`src/rtl/machine_timer_pkg.sv`:
```
// machine_timer_pkg: shared constants and helpers for the machine timer.
//   - Register byte offsets inside the timer window.
//   - Reset value of mtimecmp.
//   - Register-select enum plus decode and byte-enable merge helpers.
package machine_timer_pkg;

  localparam int unsigned MTIMER_MTIME_LO    = 32'h00;
  localparam int unsigned MTIMER_MTIME_HI    = 32'h04;
  localparam int unsigned MTIMER_MTIMECMP_LO = 32'h08;
  localparam int unsigned MTIMER_MTIMECMP_HI = 32'h0C;
  localparam int unsigned MTIMER_MSIP        = 32'h10;

  localparam logic [63:0] MTIMECMP_RST = 64'hFFFF_FFFF_FFFF_FFFF;

  typedef enum logic [2:0] {
    SEL_MTIME_LO,
    SEL_MTIME_HI,
    SEL_MTIMECMP_LO,
    SEL_MTIMECMP_HI,
    SEL_MSIP,
    SEL_NONE
  } reg_sel_e;

  // Word-aligned byte offset -> register select; unmapped offsets give SEL_NONE.
  function automatic reg_sel_e reg_decode(input logic [31:0] off);
    reg_sel_e sel;
    case (off)
      MTIMER_MTIME_LO:    sel = SEL_MTIME_LO;
      MTIMER_MTIME_HI:    sel = SEL_MTIME_HI;
      MTIMER_MTIMECMP_LO: sel = SEL_MTIMECMP_LO;
      MTIMER_MTIMECMP_HI: sel = SEL_MTIMECMP_HI;
      MTIMER_MSIP:        sel = SEL_MSIP;
      default:            sel = SEL_NONE;
    endcase
    return sel;
  endfunction

  // Replace the bytes of old_val selected by be with those of new_val.
  function automatic logic [31:0] be_merge(input logic [31:0] old_val,
                                           input logic [31:0] new_val,
                                           input logic [3:0]  be);
    logic [31:0] res;
    for (int unsigned i = 0; i < 4; i++) begin
      res[8*i +: 8] = be[i] ? new_val[8*i +: 8] : old_val[8*i +: 8];
    end
    return res;
  endfunction

endpackage

```
`src/rtl/machine_timer_if.sv`:
```
// machine_timer_if: single-outstanding request/response data-bus port.
//   req_i    request pulse, one per access
//   we_i     1 = write, 0 = read
//   addr_i   byte address (bits [1:0] ignored by the slave)
//   be_i     write byte enables
//   wdata_i  write data
//   gnt_o    request accepted (slave is always ready)
//   rvalid_o response valid, one cycle after the request
//   rdata_o  read data, valid with rvalid_o
// Signal suffixes are named from the slave's point of view.
interface machine_timer_if #(
  parameter int unsigned ADDR_W = 5
) ();
  logic              req_i;
  logic              we_i;
  logic [ADDR_W-1:0] addr_i;
  logic [3:0]        be_i;
  logic [31:0]       wdata_i;
  logic              gnt_o;
  logic              rvalid_o;
  logic [31:0]       rdata_o;

  modport master (
    output req_i, we_i, addr_i, be_i, wdata_i,
    input  gnt_o, rvalid_o, rdata_o
  );

  modport slave (
    input  req_i, we_i, addr_i, be_i, wdata_i,
    output gnt_o, rvalid_o, rdata_o
  );
endinterface

```
`src/rtl/machine_timer_prescaler_tick.sv`:
```
// prescaler_tick: divides clk_i into a one-cycle tick every PRESCALE cycles.
//   clk_i   clock
//   rst_i   synchronous active-high reset (counter back to 0)
//   tick_o  high in the cycle the counter sits at PRESCALE-1
// PRESCALE legal range is 1..65535; PRESCALE=1 ticks every cycle.
module prescaler_tick #(
  parameter int unsigned PRESCALE = 1
) (
  input  logic clk_i,
  input  logic rst_i,
  output logic tick_o
);
  localparam int unsigned        CNT_W = 16;
  localparam logic [CNT_W-1:0]   TERM  = CNT_W'(PRESCALE - 1);

  logic [CNT_W-1:0] cnt_q, cnt_d;

  always_comb begin
    tick_o = (cnt_q == TERM);
    cnt_d  = tick_o ? '0 : cnt_q + CNT_W'(1);
  end

  always_ff @(posedge clk_i) begin
    if (rst_i) cnt_q <= '0;
    else       cnt_q <= cnt_d;
  end
endmodule

```
`src/rtl/machine_timer.sv`:
```
// machine_timer: memory-mapped machine timer and software-interrupt source.
//   clk_i          clock
//   rst_i          synchronous active-high reset
//   bus            machine_timer_if slave port (req/we/addr/be/wdata in,
//                  gnt/rvalid/rdata out), reads have one cycle of latency
//   irq_timer_o    level interrupt, registered (mtime >= mtimecmp)
//   irq_software_o level interrupt, registered copy of msip
// Registers: 64-bit mtime (advances on every prescaler tick), 64-bit mtimecmp,
// 1-bit msip. ADDR_W must be at least 5 to reach the MSIP word.
module machine_timer
  import machine_timer_pkg::*;
#(
  parameter int unsigned PRESCALE = 1,
  parameter int unsigned ADDR_W   = 5
) (
  input  logic            clk_i,
  input  logic            rst_i,
  machine_timer_if.slave  bus,
  output logic            irq_timer_o,
  output logic            irq_software_o
);
  logic        tick;
  logic        wr, rd;
  reg_sel_e    sel;

  logic [63:0] mtime_q, mtime_d;
  logic [63:0] mtimecmp_q, mtimecmp_d;
  logic        msip_q, msip_d;
  logic        rvalid_q;
  logic [31:0] rdata_q, rdata_d;
  logic        irq_timer_q, irq_software_q;

  logic        unused_addr_bits;
  assign unused_addr_bits = ^bus.addr_i[1:0];

  prescaler_tick #(.PRESCALE(PRESCALE)) u_prescaler (
    .clk_i  (clk_i),
    .rst_i  (rst_i),
    .tick_o (tick)
  );

  assign bus.gnt_o      = bus.req_i;
  assign bus.rvalid_o   = rvalid_q;
  assign bus.rdata_o    = rdata_q;
  assign irq_timer_o    = irq_timer_q;
  assign irq_software_o = irq_software_q;

  always_comb begin
    wr  = bus.req_i &  bus.we_i;
    rd  = bus.req_i & ~bus.we_i;
    sel = reg_decode(32'({bus.addr_i[ADDR_W-1:2], 2'b00}));

    mtime_d    = tick ? mtime_q + 64'd1 : mtime_q;
    mtimecmp_d = mtimecmp_q;
    msip_d     = msip_q;
    rdata_d    = rdata_q;

    // A write to either mtime half replaces the tick increment for that
    // cycle: the untouched half and unwritten bytes keep their old value.
    if (wr) begin
      case (sel)
        SEL_MTIME_LO:    mtime_d = {mtime_q[63:32],
                                    be_merge(mtime_q[31:0], bus.wdata_i, bus.be_i)};
        SEL_MTIME_HI:    mtime_d = {be_merge(mtime_q[63:32], bus.wdata_i, bus.be_i),
                                    mtime_q[31:0]};
        SEL_MTIMECMP_LO: mtimecmp_d[31:0]  = be_merge(mtimecmp_q[31:0], bus.wdata_i, bus.be_i);
        SEL_MTIMECMP_HI: mtimecmp_d[63:32] = be_merge(mtimecmp_q[63:32], bus.wdata_i, bus.be_i);
        SEL_MSIP:        if (bus.be_i[0]) msip_d = bus.wdata_i[0];
        default:         ;
      endcase
    end

    if (rd) begin
      case (sel)
        SEL_MTIME_LO:    rdata_d = mtime_q[31:0];
        SEL_MTIME_HI:    rdata_d = mtime_q[63:32];
        SEL_MTIMECMP_LO: rdata_d = mtimecmp_q[31:0];
        SEL_MTIMECMP_HI: rdata_d = mtimecmp_q[63:32];
        SEL_MSIP:        rdata_d = {31'b0, msip_q};
        default:         rdata_d = '0;
      endcase
    end
  end

  always_ff @(posedge clk_i) begin
    if (rst_i) begin
      mtime_q        <= '0;
      mtimecmp_q     <= MTIMECMP_RST;
      msip_q         <= 1'b0;
      rvalid_q       <= 1'b0;
      rdata_q        <= '0;
      irq_timer_q    <= 1'b0;
      irq_software_q <= 1'b0;
    end else begin
      mtime_q        <= mtime_d;
      mtimecmp_q     <= mtimecmp_d;
      msip_q         <= msip_d;
      rvalid_q       <= bus.req_i;
      rdata_q        <= rdata_d;
      irq_timer_q    <= (mtime_q >= mtimecmp_q);
      irq_software_q <= msip_q;
    end
  end
endmodule

```
`src/flat_wrapper.sv`:
```
// flat-port wrapper written by rule: the top's interface ports become plain ports
module machine_timer_flat import machine_timer_pkg::*;
#(
  parameter int unsigned PRESCALE = 1,
  parameter int unsigned ADDR_W   = 5
)
  (clk_i, rst_i, irq_timer_o, irq_software_o, bus_req_i, bus_we_i, bus_addr_i, bus_be_i, bus_wdata_i, bus_gnt_o, bus_rvalid_o, bus_rdata_o);
  machine_timer_if #(.ADDR_W(ADDR_W)) bus_i ();
  input  logic clk_i;
  input  logic rst_i;
  output logic irq_timer_o;
  output logic irq_software_o;
  input wire logic [$bits(bus_i.req_i)-1:0] bus_req_i;
  input wire logic [$bits(bus_i.we_i)-1:0] bus_we_i;
  input wire logic [$bits(bus_i.addr_i)-1:0] bus_addr_i;
  input wire logic [$bits(bus_i.be_i)-1:0] bus_be_i;
  input wire logic [$bits(bus_i.wdata_i)-1:0] bus_wdata_i;
  output wire logic [$bits(bus_i.gnt_o)-1:0] bus_gnt_o;
  output wire logic [$bits(bus_i.rvalid_o)-1:0] bus_rvalid_o;
  output wire logic [$bits(bus_i.rdata_o)-1:0] bus_rdata_o;
  assign bus_i.req_i = bus_req_i;
  assign bus_i.we_i = bus_we_i;
  assign bus_i.addr_i = bus_addr_i;
  assign bus_i.be_i = bus_be_i;
  assign bus_i.wdata_i = bus_wdata_i;
  assign bus_gnt_o = bus_i.gnt_o;
  assign bus_rvalid_o = bus_i.rvalid_o;
  assign bus_rdata_o = bus_i.rdata_o;
  machine_timer #(.PRESCALE(PRESCALE), .ADDR_W(ADDR_W)) u_core (.clk_i(clk_i), .rst_i(rst_i), .bus(bus_i), .irq_timer_o(irq_timer_o), .irq_software_o(irq_software_o));
endmodule
```
`config.mk`:
```
export PLATFORM = sky130hd
export DESIGN_NAME = machine_timer_flat
export DESIGN_NICKNAME = d
export VERILOG_FILES = /design/src/rtl/machine_timer_pkg.sv /design/src/rtl/machine_timer_if.sv /design/src/rtl/machine_timer_prescaler_tick.sv /design/src/rtl/machine_timer.sv /design/src/flat_wrapper.sv
export SDC_FILE = /design/constraint.sdc
export NUM_CORES = 1
export LEC_CHECK = 0
export BUFFER_PORTS_ARGS = -buffer_cell sky130_fd_sc_hd__buf_2
export CORE_ASPECT_RATIO = 0.5
export CORE_MARGIN = 1.5
export CORE_UTILIZATION = 53
export CTS_CLUSTER_SIZE = 10
export DETAILED_ROUTE_END_ITERATION = 10
export GPL_ROUTABILITY_DRIVEN = 1
export PLACE_DENSITY = 0.75
export SYNTH_ARGS = -nofsm -noshare
export SYNTH_HDL_FRONTEND = slang
export SYNTH_HIERARCHICAL = 1
export SYNTH_SLANG_ARGS = --single-unit
```
`constraint.sdc`:
```
create_clock -name clk_i -period 2.65 [get_ports clk_i]
set_input_delay 0.53 -clock clk_i [delete_from_list [all_inputs] [get_ports clk_i]]
set_output_delay 0.53 -clock clk_i [all_outputs]
set_load 0.1 [all_outputs]
```
* Word level (Yosys, flattened, before mapping)
Cells that the tools add are included.
** Storage, ports and cells
- Register bits :: 180
- Memory bits (writable) :: 0
- Memories :: 0
- Bits in read-only memories :: 0
- Input bits :: 45
- Bits in latches :: 0
- Word-level logic and storage cells :: 76
** Cells by class
- Reductions and logical operators :: 21
- Div/mod/pow operators :: 0
- Shifts and indexed selects :: 0
- Equality and inequality tests :: 18
- Order comparisons :: 1
- Add/sub/neg operators :: 2
- Multiplexer cells :: 9
- Multiply operators :: 0
- Bitwise logic cells :: 3
** Operators with widths (number)
- $pmux 32 s5 :: 1
- $mux 64 :: 2
- $pmux 64 s2 :: 1
- $add 64x1->64 const B :: 1
- $ge 64x64->1 :: 1
- $mux 8 :: 4
- $reduce_and 3->1 :: 9
- $ne 3x3->1 const B :: 8
- $add 16x1->16 const B :: 1
- $logic_not 16->1 :: 1
- $reduce_and 2->1 :: 8
- $pmux 3 s5 :: 1
- $eq 3x2->1 const B :: 4
- $eq 3x1->1 const B :: 2
- $eq 3x3->1 const B :: 2
- $logic_not 3->1 :: 2
- $ne 2x2->1 const B :: 2
- $and 1x1->1 :: 2
- $reduce_or 2->1 :: 1
- $not 1->1 :: 1

* Depth between registers and ports, before layout
Gate-level depths: netlist of the first run.
- Depth after elaboration :: 5
- Depth in mapped cells :: 12
- Gate-level depth less buffers :: 10

* Cells and area by module
Netlist of the first run, hierarchy kept.
** By module, submodules not included
- machine_timer :: cells an instance 1243, times used 1, seq. area each 3283.1 sq um, area each 9714.3 sq um
- prescaler_tick :: cells an instance 86, times used 1, seq. area each 320.3 sq um, area each 757.0 sq um

* Worst setup path before layout of the first run
OpenSTA, ideal clock, no wires.
- Kind :: register -> register
- Start :: reg u_core.u_prescaler.cnt_q[0]
- End :: reg u_core.mtime_q[50]
- Stages on the path, launching flop included :: 12
- Path slack :: 0.176 ns
- Period minus slack after synthesis :: 2.474 ns
- Data arrival time :: 2.399 ns
- Setup time :: 0.074 ns
- Path through :: dfxtp_1 inv_1 ha_1 nor4b_1 and4_1 nand2_1 nor4_1 and4_1 clkbuf_1 nand3_1 or3_1 a31oi_1
** On the way
- Word-level cells in the longest chain between the ends :: 4
** RTL lines
- start: declaration :: line machine_timer_prescaler_tick.sv:16 : logic [CNT_W-1:0] cnt_q, cnt_d;
- start signal: assignment :: line machine_timer_prescaler_tick.sv:25 : else cnt_q <= cnt_d;
- $logic_not 16->1 (*) :: line machine_timer_prescaler_tick.sv:19 : tick_o = (cnt_q == TERM);
- via u_core.tick :: line machine_timer.sv:22 : logic tick;
- $mux 64 (*) :: line machine_timer.sv:53 : mtime_d = tick ? mtime_q + 64'd1 : mtime_q;
- $pmux 64 s2 :: line machine_timer.sv:61 : case (sel)
- $mux 64 (*) :: line machine_timer.sv:60 : if (wr) begin
- end signal: assignment :: line machine_timer.sv:95 : mtime_q <= mtime_d;
- end: declaration :: line machine_timer.sv:26 : logic [63:0] mtime_q, mtime_d;
Mark *: on every way through the listed nets, which the timed path passes. The rest lies on a longest branch.
A chain may end at the register's enable or synchronous reset.

* Final worst setup path of the first run
- Start :: reg u_core.u_prescaler.cnt_q[0]
- End :: reg u_core.mtime_q[57]
The elaborated chain is that of the path after synthesis.

==> run_results.csv, run 1 <==
group,metric,value,unit
synth,yosysWarnings,6,
global_routing,met2_usage,53.9,%
synth,synth_top_area_share,34.4,%
global_routing,antenna_found_initial,0,
global_routing,grtUsageMet3,6.95,%
detailed_routing,first_iter_violations,1101,
synth,async_reset_ff_share,0,%
placed_design,dp_hpwl,24800,microns
synth,synth.distinct_cells,66,
pwr,p_leak,5.30,nW
critical_path,cpMostUsedCell,"and4_4",
critical_path,critPathLaunchType,"register",
critical_path,setup.worst_path.end_class,"register",
global_routing,gr-total-overflow,0,
synth,synth_edf_count,0,
global_routing,busiest_layer,"met2",
critical_path,slowest_delay,490,ps
timing,clock.fmax,401,MHz
detailed_routing,ant_nets,0,
clocking,root_buffer,"clkbuf_16",
synth,yosys.area.top_type,"dfxtp_1",
timing,clock_skew,6.11,ps
synth,synth_nets,1441,
timing,grt_setup_unrepaired,"no",
floorplanning,io_pins,81,
run,drv_cap,0,
timing,relSlewSlack,44.3,%
floorplanning,rows,36,
global_routing,grt_pass1_wl,52700,microns
min_path,hp-class,"in2reg",
detailed_routing,wl_per_cell,19.9,microns
final_layout,drive_gt1_share,17.1,%
timing,hold_violations,0,
synth,synthTopCellsByCount,"dfxtp_1 (180), nand2_1 (152), a21oi_1 (121)",
synth,synth_most_common_cell,"dfxtp_1",
critical_path,critPathRequiredTime,3010,ps
pwr,power_density,493,nW/um^2
global_routing,met1_usage,43.1,%
clocking,cts_buffer_depth,2,
timing,tightestPinTransition,835,ps
clocking,cts.reportedPaths.clkPinSlew,70,ps
detailed_routing,routed_wl,34200,microns
clocking,clkSinkCount,180,
critical_path,arrival,2850,ps
synth,ys_ff_latch,180,
detailed_routing,routed_via_density,6.36,
synth,synthCells,1329,
final_layout,final_core_util,63.9,%
critical_path,critPathTopFamily,"simple AND/OR/NAND/NOR gates",
placed_design,pre_cts_slack,-101,ps
critical_path,path_buf_inv,2,
floorplanning,dieHeight,102,microns
global_routing,grt_pass1_vias,10032,
final_layout,area_growth,18.5,%
run_status,status,"completed",
clocking,clock_latency,440,ps
clocking,h-tree-depth,4,
timing,post-route-period-util,94.0,%
floorplanning,dieWidth,202,microns
timing,period_minus_slack,2490,ps
detailed_routing,drtPass1Iterations,6,
pwr,finalPower,6.12,mW
detailed_routing,vias,10929,
floorplanning,start_util,53.9,%
synth,synthesis.area,10500,sq um
clocking,cts_made_buffers,17,
critical_path,worst_path_max_delay_cell,"or4_1",
critical_path,worstPathCellList,"inv_1, ha_1, nor4b_4, and4_4, nand3_2, nor3_2, and4_4, buf_6, nand3_4, or4_1, a31oi_1",
floorplanning,dieArea,20700,sq um
global_routing,grt_usage,32.7,%
clocking,cts_tree,"built",
critical_path,crit_type,"reg2reg",
timing,timing.final.ws_setup,158,ps
final_layout,antennaDiodeCount,0,
placed_design,port_buffers,78,
detailed_routing,drc,0,
placed_design,gp_congestion,0.948,
global_routing,grt_max_degree,73,
synth,yosys-top-cells-area,"dfxtp_1 (34%), ha_1 (8.0%), a21oi_1 (5.8%)",
synth,avgSynthCellArea,7.88,sq um
timing,setup_violations,0,
pwr,ir_worst_vdd,0.428,mV
floorplanning,coreArea,19400,sq um
synth,ys_seq_area_share,34.4,%
timing,slew_violations,0,
synth,synthFlopType,"dfxtp_1",
final_layout,nets,1552,
critical_path,path_max_fanout,5,
-- report_power, final --
group	total, mW	internal [mW]	switching, mW
Sequential	2.79	2.75	0.0411
Combinational	0.630	0.186	0.444
Clock	2.70	1.56	1.14
Total	6.12	4.50	1.62
-- path summary, 6_finish.rpt --
check	start	end	slack [ps]	depth (start not counted)
max	u_core/u_prescaler/cnt_q[0]	u_core/mtime_q[57]	160	11
min	bus_wdata_i[14]	u_core/mtimecmp_q[14]	380	3
max reg2reg	u_core/u_prescaler/cnt_q[0]	u_core/mtime_q[57]	160	11
min reg2reg	u_core/bus.rdata_o[5]	u_core/bus.rdata_o[5]	480	2
-- worst reg2reg max path: stages, from the launching register on --
cell and delay [ps]:
dfxtp_1 310, inv_1 50, ha_1 140, nor4b_4 180, and4_4 330, nand3_2 120, nor3_2 120, and4_4 260
buf_6 140, nand3_4 80, or4_1 490, a31oi_1 180
-- placed cells by master (no fill, tap or decap), drive strengths merged, types with 8 or more instances in the layout --
cell / count
nand2: 152
nand3: 60
o211ai: 69
a22oi: 67
and3: 31
dfxtp: 180
and2: 11
nor4: 24
ha: 67
inv: 80
xnor2: 18
a31oi: 16
xor2: 16
or3: 9
o22ai: 10
nand4: 36
clkbuf: 21
o21ai: 23
buf: 181
a21oi: 121
and4: 8
a211oi: 37
nor2: 102
nor3: 26
-- final cells by class --
cell class	instances	area (sq um)
inverter	80	300
timing repair buffer	181	1190
multi-input combinational	980	6360
clock buffer	21	470
fill	1669	7000
sequential	180	3600
clock inverter	11	150
tap	266	333
-- stage by stage --
step	hold slack, ps	instances	instance area [sq um]	setup TNS [ps]
2_1_floorplan	441	1329	10500	0
3_3_place_gp	461	1684	11600	-84.0
3_5_place_dp	470	1684	11600	-450
4_1_cts	363	1718	12300	0
5_1_grt	391	1719	12400	0
6_report	376	1719	12400	0
-- flip-flops by register name, summed over array words and instances (netlist names) --
name and cells:
u_core/bus.rdata_o 32, u_core/irq_software_o 1, u_core/mtimecmp_q 64, u_core/msip_q 1
u_core/mtime_q 64, u_core/u_prescaler/cnt_q 16, u_core/irq_timer_o 1, u_core/bus.rvalid_o 1
-- repair_timing --
| action | 4_1_cts | 5_1_grt |
|---|---|---|
| gates resized for setup | 3 | 22 |
| pin swaps | 2 | 8 |
| buffers inserted | 2 | 1 |
| cloned | 0 | 0 |
| setup endpoints to repair | 10 | 46 |
| endpoints found under the hold margin | 0 | 0 |
| hold buffers | 0 | 0 |
-- kinds of logic (layout without fill, tap and decap cells) --
family | Yosys count | count (layout) | share of synthesized area, %
muxes | 11 | 11 | 1.10
and+or+nand+nor | 484 | 484 | 23.0
DFF | 180 | 180 | 34.4
adders and majority gates | 67 | 67 | 8.01
buffers and inverters | 169 | 293 | 6.43
AOI/OAI and AO/OA | 384 | 384 | 24.2
xor gates and xnor gates | 34 | 34 | 2.84
-- routing by layer --
layer / routed length (microns) / vias to the layer above
met2: 15100 / 583
li1: - / 5096
met5: 0 / -
met3: 3500 / 76
met1: 14800 / 5174
met4: 871 / 0
No activity file was read; power rests on OpenSTA's default activity.
==> run 2, diff against run 1 <==
--- a/config.mk
+++ b/config.mk
@@ -5,15 +5,16 @@
 export SDC_FILE = /design/constraint.sdc
 export NUM_CORES = 1
 export LEC_CHECK = 0
-export BUFFER_PORTS_ARGS = -buffer_cell sky130_fd_sc_hd__buf_2
 export CORE_ASPECT_RATIO = 0.5
 export CORE_MARGIN = 1.5
 export CORE_UTILIZATION = 53
 export CTS_CLUSTER_SIZE = 10
 export DETAILED_ROUTE_END_ITERATION = 10
+export DONT_BUFFER_PORTS = 1
 export GPL_ROUTABILITY_DRIVEN = 1
-export PLACE_DENSITY = 0.75
+export PLACE_DENSITY = 0.68
 export SYNTH_ARGS = -nofsm -noshare
 export SYNTH_HDL_FRONTEND = slang
 export SYNTH_HIERARCHICAL = 1
 export SYNTH_SLANG_ARGS = --single-unit
+export TNS_END_PERCENT = 50
==> constraint.sdc (replaced) <==
create_clock -name clk_i -period 2.3 [get_ports clk_i]
set_input_delay 0.46 -clock clk_i [delete_from_list [all_inputs] [get_ports clk_i]]
set_output_delay 0.46 -clock clk_i [all_outputs]
set_load 0.1 [all_outputs]
==> run 2 against run 1 <==
  * The run now ends with setup timing left
  * Via count is 0.18% lower
  * Critical path type unchanged
  * Worst setup slack got worse by 340 ps
  * Clock skew increased by 5.1 ps
==> run_results.csv, run 2 (same netlist as run 1, synthesis figures left out) <==
group,metric,value,unit
detailed_routing,drc,0,
critical_path,path_buf_inv,2,
global_routing,grt_max_degree,96,
global_routing,gr-total-overflow,0,
timing,relSlewSlack,54.4,%
detailed_routing,first_iter_violations,1067,
final_layout,final_common_cell,"dfxtp_1",
timing,hold_violations,0,
run,drv_cap,0,
detailed_routing,drtPass1Iterations,5,
min_path,hp-class,"in2reg",
critical_path,path_max_fanout,5,
run_status,violations,"setup timing",
clocking,cts.reportedPaths.clkPinSlew,60,ps
placed_design,gp_congestion,0.938,
clocking,cts_buffer_depth,2,
detailed_routing,routed_via_density,6.39,
floorplanning,start_util,53.9,%
clocking,clkSinkCount,180,
timing,grt_setup_unrepaired,"yes",
clocking,root_buffer,"clkbuf_16",
final_layout,area_growth,22.0,%
critical_path,critPathRequiredTime,2660,ps
final_layout,drive_gt1_share,19.0,%
global_routing,grt_pass1_wl,54400,microns
timing,hold_ws,96.7,ps
run_status,status,"finished, violations left",
timing,clock_skew,11.2,ps
critical_path,slowest_delay,500,ps
placed_design,port_buffers,0,
timing,tightestPinTransition,682,ps
detailed_routing,wl_per_cell,20.7,microns
timing,period_minus_slack,2480,ps
detailed_routing,met2_length,15900,microns
detailed_routing,wl_met3,3340,microns
pwr,p_leak,5.40,nW
floorplanning,coreArea,19400,sq um
clocking,cts_tree,"built",
critical_path,arrival,2840,ps
floorplanning,dieHeight,102,microns
critical_path,critPathLaunchType,"register",
pwr,power_density,508,nW/um^2
timing,post-route-period-util,108,%
detailed_routing,wl_met1,15400,microns
floorplanning,dieWidth,202,microns
clocking,cts_hold_buf,0,
timing,tns,-1500,ps
critical_path,crit_type,"reg2reg",
global_routing,antenna_found_initial,2,
detailed_routing,ant_nets,0,
placed_design,dp_hpwl,24900,microns
timing,setup_violations,26,
clocking,clock_latency,440,ps
critical_path,critPathTopFamily,"simple AND/OR/NAND/NOR gates",
final_layout,nets,1544,
detailed_routing,vias,10909,
critical_path,setup.worst_path.end_class,"register",
final_layout,mostFrequentLayoutCells,"dfxtp_1 (177), buf_4 (158), nand2_1 (149)",
timing,timing.final.ws_setup,-181,ps
floorplanning,io_pins,81,
timing,clock.fmax,403,MHz
clocking,cts_made_buffers,17,
global_routing,grt_usage,33.8,%
floorplanning,rows,36,
critical_path,worst_path_max_delay_cell,"or4_4",
timing,slew_violations,0,
detailed_routing,routed_wl,35400,microns
floorplanning,dieArea,20700,sq um
pwr,ir_worst_vdd,0.522,mV
global_routing,grt_pass1_vias,10056,
clocking,h-tree-depth,4,
detailed_routing,top_layer,"met5",
critical_path,worstPathCellList,"inv_2, ha_2, nor4b_4, and4_4, nand3_4, nor3_4, and4_4, buf_12, nand3_4, or4_4, a31oi_1",
-- run 2: cell count changes in the layout (fill, tap and decap cells not counted), sizes merged --
cell and delta:
diode +1, bufinv -3, buf -8, clkinvlp -1, inv -1, clkbuf +1
-- run 2: timing repair --
item	in CTS	in global routing
setup buffers	8	6
gates resized for setup	34	43
pin swaps	25	22
cloned	1	0
endpoints found under the setup margin	36	54
hold endpoints to repair	0	0
-- run 2: per-layer routing --
metal  up-vias  track usage [%]
li1       5093                -
met1      5261             45.1
met2       489             55.0
met3        64             6.98
met4         2             11.5
met5         -                0
-- run 2: per-stage QoR --
| step | cell area, sq um | utilization (%) | total power, mW | setup slack, ps | std cells |
|---|---|---|---|---|---|
| floorplan | 10500 | - | 3.71 | 10.6 | 1329 |
| global placement | 11800 | 60.7 | 3.85 | -650 | 1666 |
| detailed placement | 11800 | 60.7 | 3.86 | -658 | 1666 |
| CTS | 12500 | 64.6 | 6.48 | -176 | 1703 |
| global route | 12800 | 65.8 | 6.68 | -262 | 1708 |
| finish | 12800 | 65.8 | 6.48 | -181 | 1708 |
-- run 2: worst paths after layout --
| kind | startpoint | endpoint | slack (ps) | depth (start not counted) |
|---|---|---|---|---|
| setup / recovery | u_core/u_prescaler/cnt_q[0] | u_core/mtime_q[57] | -180 | 11 |
| hold / removal | rst_i | u_core/bus.rdata_o[6] | 100 | 1 |
| setup reg to reg | u_core/u_prescaler/cnt_q[0] | u_core/mtime_q[57] | -180 | 11 |
| hold reg to reg | u_core/msip_q | u_core/irq_software_o | 490 | 1 |
-- run 2: cell type report --
| class | count | area [sq um] |
|---|---|---|
| antenna | 1 | 2.50 |
| timing repair buffer | 173 | 1430 |
| inverter | 80 | 300 |
| multi-input combinational | 980 | 6590 |
| clock buffer | 22 | 474 |
| tap | 266 | 333 |
| fill | 1629 | 6640 |
| sequential | 180 | 3610 |
| clock inverter | 6 | 32.5 |
-- run 2: power by group --
group	internal (mW)	total [mW]	switching, mW
clock network	1.43	2.65	1.21
logic	0.211	0.617	0.406
registers	3.17	3.22	0.0462
==> run 3, diff against run 2 <==
--- a/config.mk
+++ b/config.mk
@@ -7,14 +7,12 @@
 export LEC_CHECK = 0
 export CORE_ASPECT_RATIO = 0.5
 export CORE_MARGIN = 1.5
-export CORE_UTILIZATION = 53
+export CORE_UTILIZATION = 35
 export CTS_CLUSTER_SIZE = 10
 export DETAILED_ROUTE_END_ITERATION = 10
 export DONT_BUFFER_PORTS = 1
 export GPL_ROUTABILITY_DRIVEN = 1
-export PLACE_DENSITY = 0.68
 export SYNTH_ARGS = -nofsm -noshare
 export SYNTH_HDL_FRONTEND = slang
-export SYNTH_HIERARCHICAL = 1
 export SYNTH_SLANG_ARGS = --single-unit
 export TNS_END_PERCENT = 50
==> run 3 against run 2 <==
  * The flow still finishes with violations (setup timing)
  * Sequential power hardly changed
  * Via count is 2.3% higher
  * Register-to-register slack improved by 140 ps
  * Synthesized cell count grew 2.6%
  * Clock skew up 8.1 ps
  * Total power rose by 5.7%
  * Sequential cell count is the same
  * First-iteration DRC count increased by 15%
  * Critical path depth down 2
  * Non-clock buffer count down 4
  * Clock-buffer cell count down 2
  * Fmax rose by 6.1%
  * Critical path type unchanged
  * Largest cell class unchanged
  * Largest power group unchanged
==> run_results.csv, run 3 <==
group,metric,value,unit
detailed_routing,first_iter_violations,1222,
critical_path,critPathRequiredTime,2640,ps
timing,clock_skew,19.3,ps
timing,setup_violations,5,
global_routing,met1_usage,32.7,%
timing,tightestPinTransition,895,ps
floorplanning,rows,45,
critical_path,path_buf_inv,2,
final_layout,multi_input_area,6680,sq um
synth,yosysWarnings,0,
critical_path,worst_path_max_delay_cell,"or3_4",
timing,tns,-131,ps
synth,synth_most_common_cell,"dfxtp_1",
clocking,root_buffer,"clkbuf_16",
clocking,h-tree-depth,4,
final_layout,antennaDiodeCount,0,
detailed_routing,wl_per_cell,20.5,microns
synth,synth_nets,1476,
timing,period_minus_slack,2340,ps
critical_path,path_max_fanout,6,
timing,relSlewSlack,40.1,%
floorplanning,dieWidth,252,microns
timing,grt_setup_unrepaired,"yes",
run,drv_cap,0,
synth,yosys-top-cells-area,"dfxtp_1 (33%), ha_1 (7.7%), a21oi_1 (5.7%)",
critical_path,cpMostUsedCell,"or3_4",
critical_path,critPathTopFamily,"simple AND/OR/NAND/NOR gates",
clocking,cts_tree,"built",
critical_path,crit_type,"reg2reg",
timing,hold_violations,0,
timing,clock.fmax,428,MHz
floorplanning,dieArea,32200,sq um
min_path,hp-class,"in2reg",
detailed_routing,vias,11159,
global_routing,grt_pass1_vias,10503,
final_layout,mostFrequentLayoutCells,"dfxtp_1 (177), buf_4 (164), nand2_1 (143)",
synth,avgSynthCellArea,7.97,sq um
timing,post-route-period-util,102,%
floorplanning,start_util,35.7,%
synth,synthCells,1364,
run_status,status,"finished, violations left",
placed_design,dp_cells,1853,
detailed_routing,routed_via_density,5.89,
global_routing,grt_pass1_wl,60000,microns
pwr,p_leak,5.52,nW
synth,synthFlopType,"dfxtp_1",
critical_path,slowest_delay,460,ps
synth,yosys.area.top_type,"dfxtp_1",
synth,synth_edf_count,0,
timing,hold_ws,72.4,ps
synth,ys_seq_area_share,33.2,%
global_routing,grtUsageMet3,5.22,%
critical_path,arrival,2680,ps
clocking,cts_made_buffers,17,
global_routing,grt_usage,24.1,%
global_routing,met2_usage,37.5,%
final_layout,stdcell_area,13000,sq um
global_routing,busiest_layer,"met2",
timing,timing.final.ws_setup,-38.6,ps
clocking,clock_latency,460,ps
final_layout,nFillCells,3021,
placed_design,pre_cts_slack,-171,ps
synth,async_reset_ff_share,0,%
critical_path,setup.worst_path.end_class,"register",
synth,ys_ff_latch,180,
floorplanning,io_pins,81,
final_layout,final_cell_count_no_fill,1893,
final_layout,final_common_cell,"dfxtp_1",
final_layout,ff_latch_area,3610,sq um
run_status,violations,"setup timing",
clocking,cts.reportedPaths.clkPinSlew,70,ps
global_routing,gr-total-overflow,0,
global_routing,antenna_found_initial,0,
synth,synthTopCellsByCount,"dfxtp_1 (180), nand2_1 (143), a21oi_1 (124)",
final_layout,drive_gt1_share,17.5,%
final_layout,area_growth,19.8,%
critical_path,critPathLaunchType,"register",
detailed_routing,drc,0,
clocking,cts_buffer_depth,2,
synth,synth.distinct_cells,78,
pwr,ir_worst_vdd,0.571,mV
pwr,power_density,526,nW/um^2
detailed_routing,ant_nets,0,
placed_design,dp_hpwl,28300,microns
critical_path,worstPathCellList,"inv_2, ha_4, nor4b_4, buf_4, nand4_4, or3_4, or3_4, o311ai_4, nand3_1",
final_layout,nets,1569,
floorplanning,coreArea,30500,sq um
clocking,clkSinkCount,180,
synth,synthesis.area,10900,sq um
placed_design,gp_congestion,0.934,
detailed_routing,routed_wl,38700,microns
synth,synth_top_area_share,33.2,%
floorplanning,dieHeight,128,microns
detailed_routing,drtPass1Iterations,5,
global_routing,grt_max_degree,103,
placed_design,place_area,12300,sq um
timing,slew_violations,0,
placed_design,port_buffers,0,
## run 3: final cells by class
class / count / share of cell area [%]
Clock buffer: 20 / 3.51
Clock inverter: 12 / 0.989
Inverter: 77 / 2.22
Multi-Input combinational cell: 1012 / 51.3
Sequential cell: 180 / 27.7
Tap cell: 423 / 4.06
Timing Repair Buffer: 169 / 10.2
## run 3: worst register-to-register path, cell delays in order (launching register included)
cell and delay [ps]:
dfxtp_2 320, inv_2 60, ha_4 120, nor4b_4 240, buf_4 180, nand4_4 110
or3_4 400, or3_4 460, o311ai_4 240, nand3_1 90
## run 3: path summary, 6_finish.rpt
| kind | start | endpoint | slack (ps) | cells past startpoint |
|---|---|---|---|---|
| setup / recovery | u_core.u_prescaler.cnt_q[0] | u_core.mtime_q[43] | -40 | 9 |
| hold / removal | rst_i | u_core.bus.rdata_o[12] | 70 | 1 |
| setup reg to reg | u_core.u_prescaler.cnt_q[0] | u_core.mtime_q[43] | -40 | 9 |
| hold reg to reg | u_core.msip_q | u_core.irq_software_o | 490 | 1 |
## run 3: through the flow
stage / power (mW) / util [%]
floorplan: 3.76 / -
global placement: 3.91 / 40.3
global route: 7.07 / 42.8
CTS: 6.89 / 42.4
detailed placement: 3.92 / 40.3
finish: 6.85 / 42.8
## run 3: where the power goes
group | internal [mW] | switching [mW]
registers | 3.17 | 0.0567
clock network | 1.66 | 1.33
logic | 0.214 | 0.427
total | 5.04 | 1.81
## run 3: cells by family (layout without fill, tap and decap cells)
group / Yosys count / count (layout) / share of synthesized area [%]
AOI/OAI and AO/OA: 421 / 421 / 25.6
xor gates and xnor gates: 40 / 40 / 3.22
adders and majority gates: 67 / 67 / 7.71
buffers and inverters: 172 / 278 / 6.68
DFF: 180 / 180 / 33.2
muxes: 2 / 2 / 0.196
and+or+nand+nor: 482 / 482 / 23.5
## run 3: repair_timing
action                     4_1_cts  5_1_grt
hold buffers                     0        0
buffers inserted                 3        5
resized for setup               11       19
pin swaps                       13       11
setup endpoints to repair       12       18
## run 3: layer usage
layer / share of wire (%) / vias up
li1: - / 5267
met1: 45 / 5381
met2: 44 / 438
met3: 8.0 / 73
met4: 2.6 / 0
met5: 0 / -
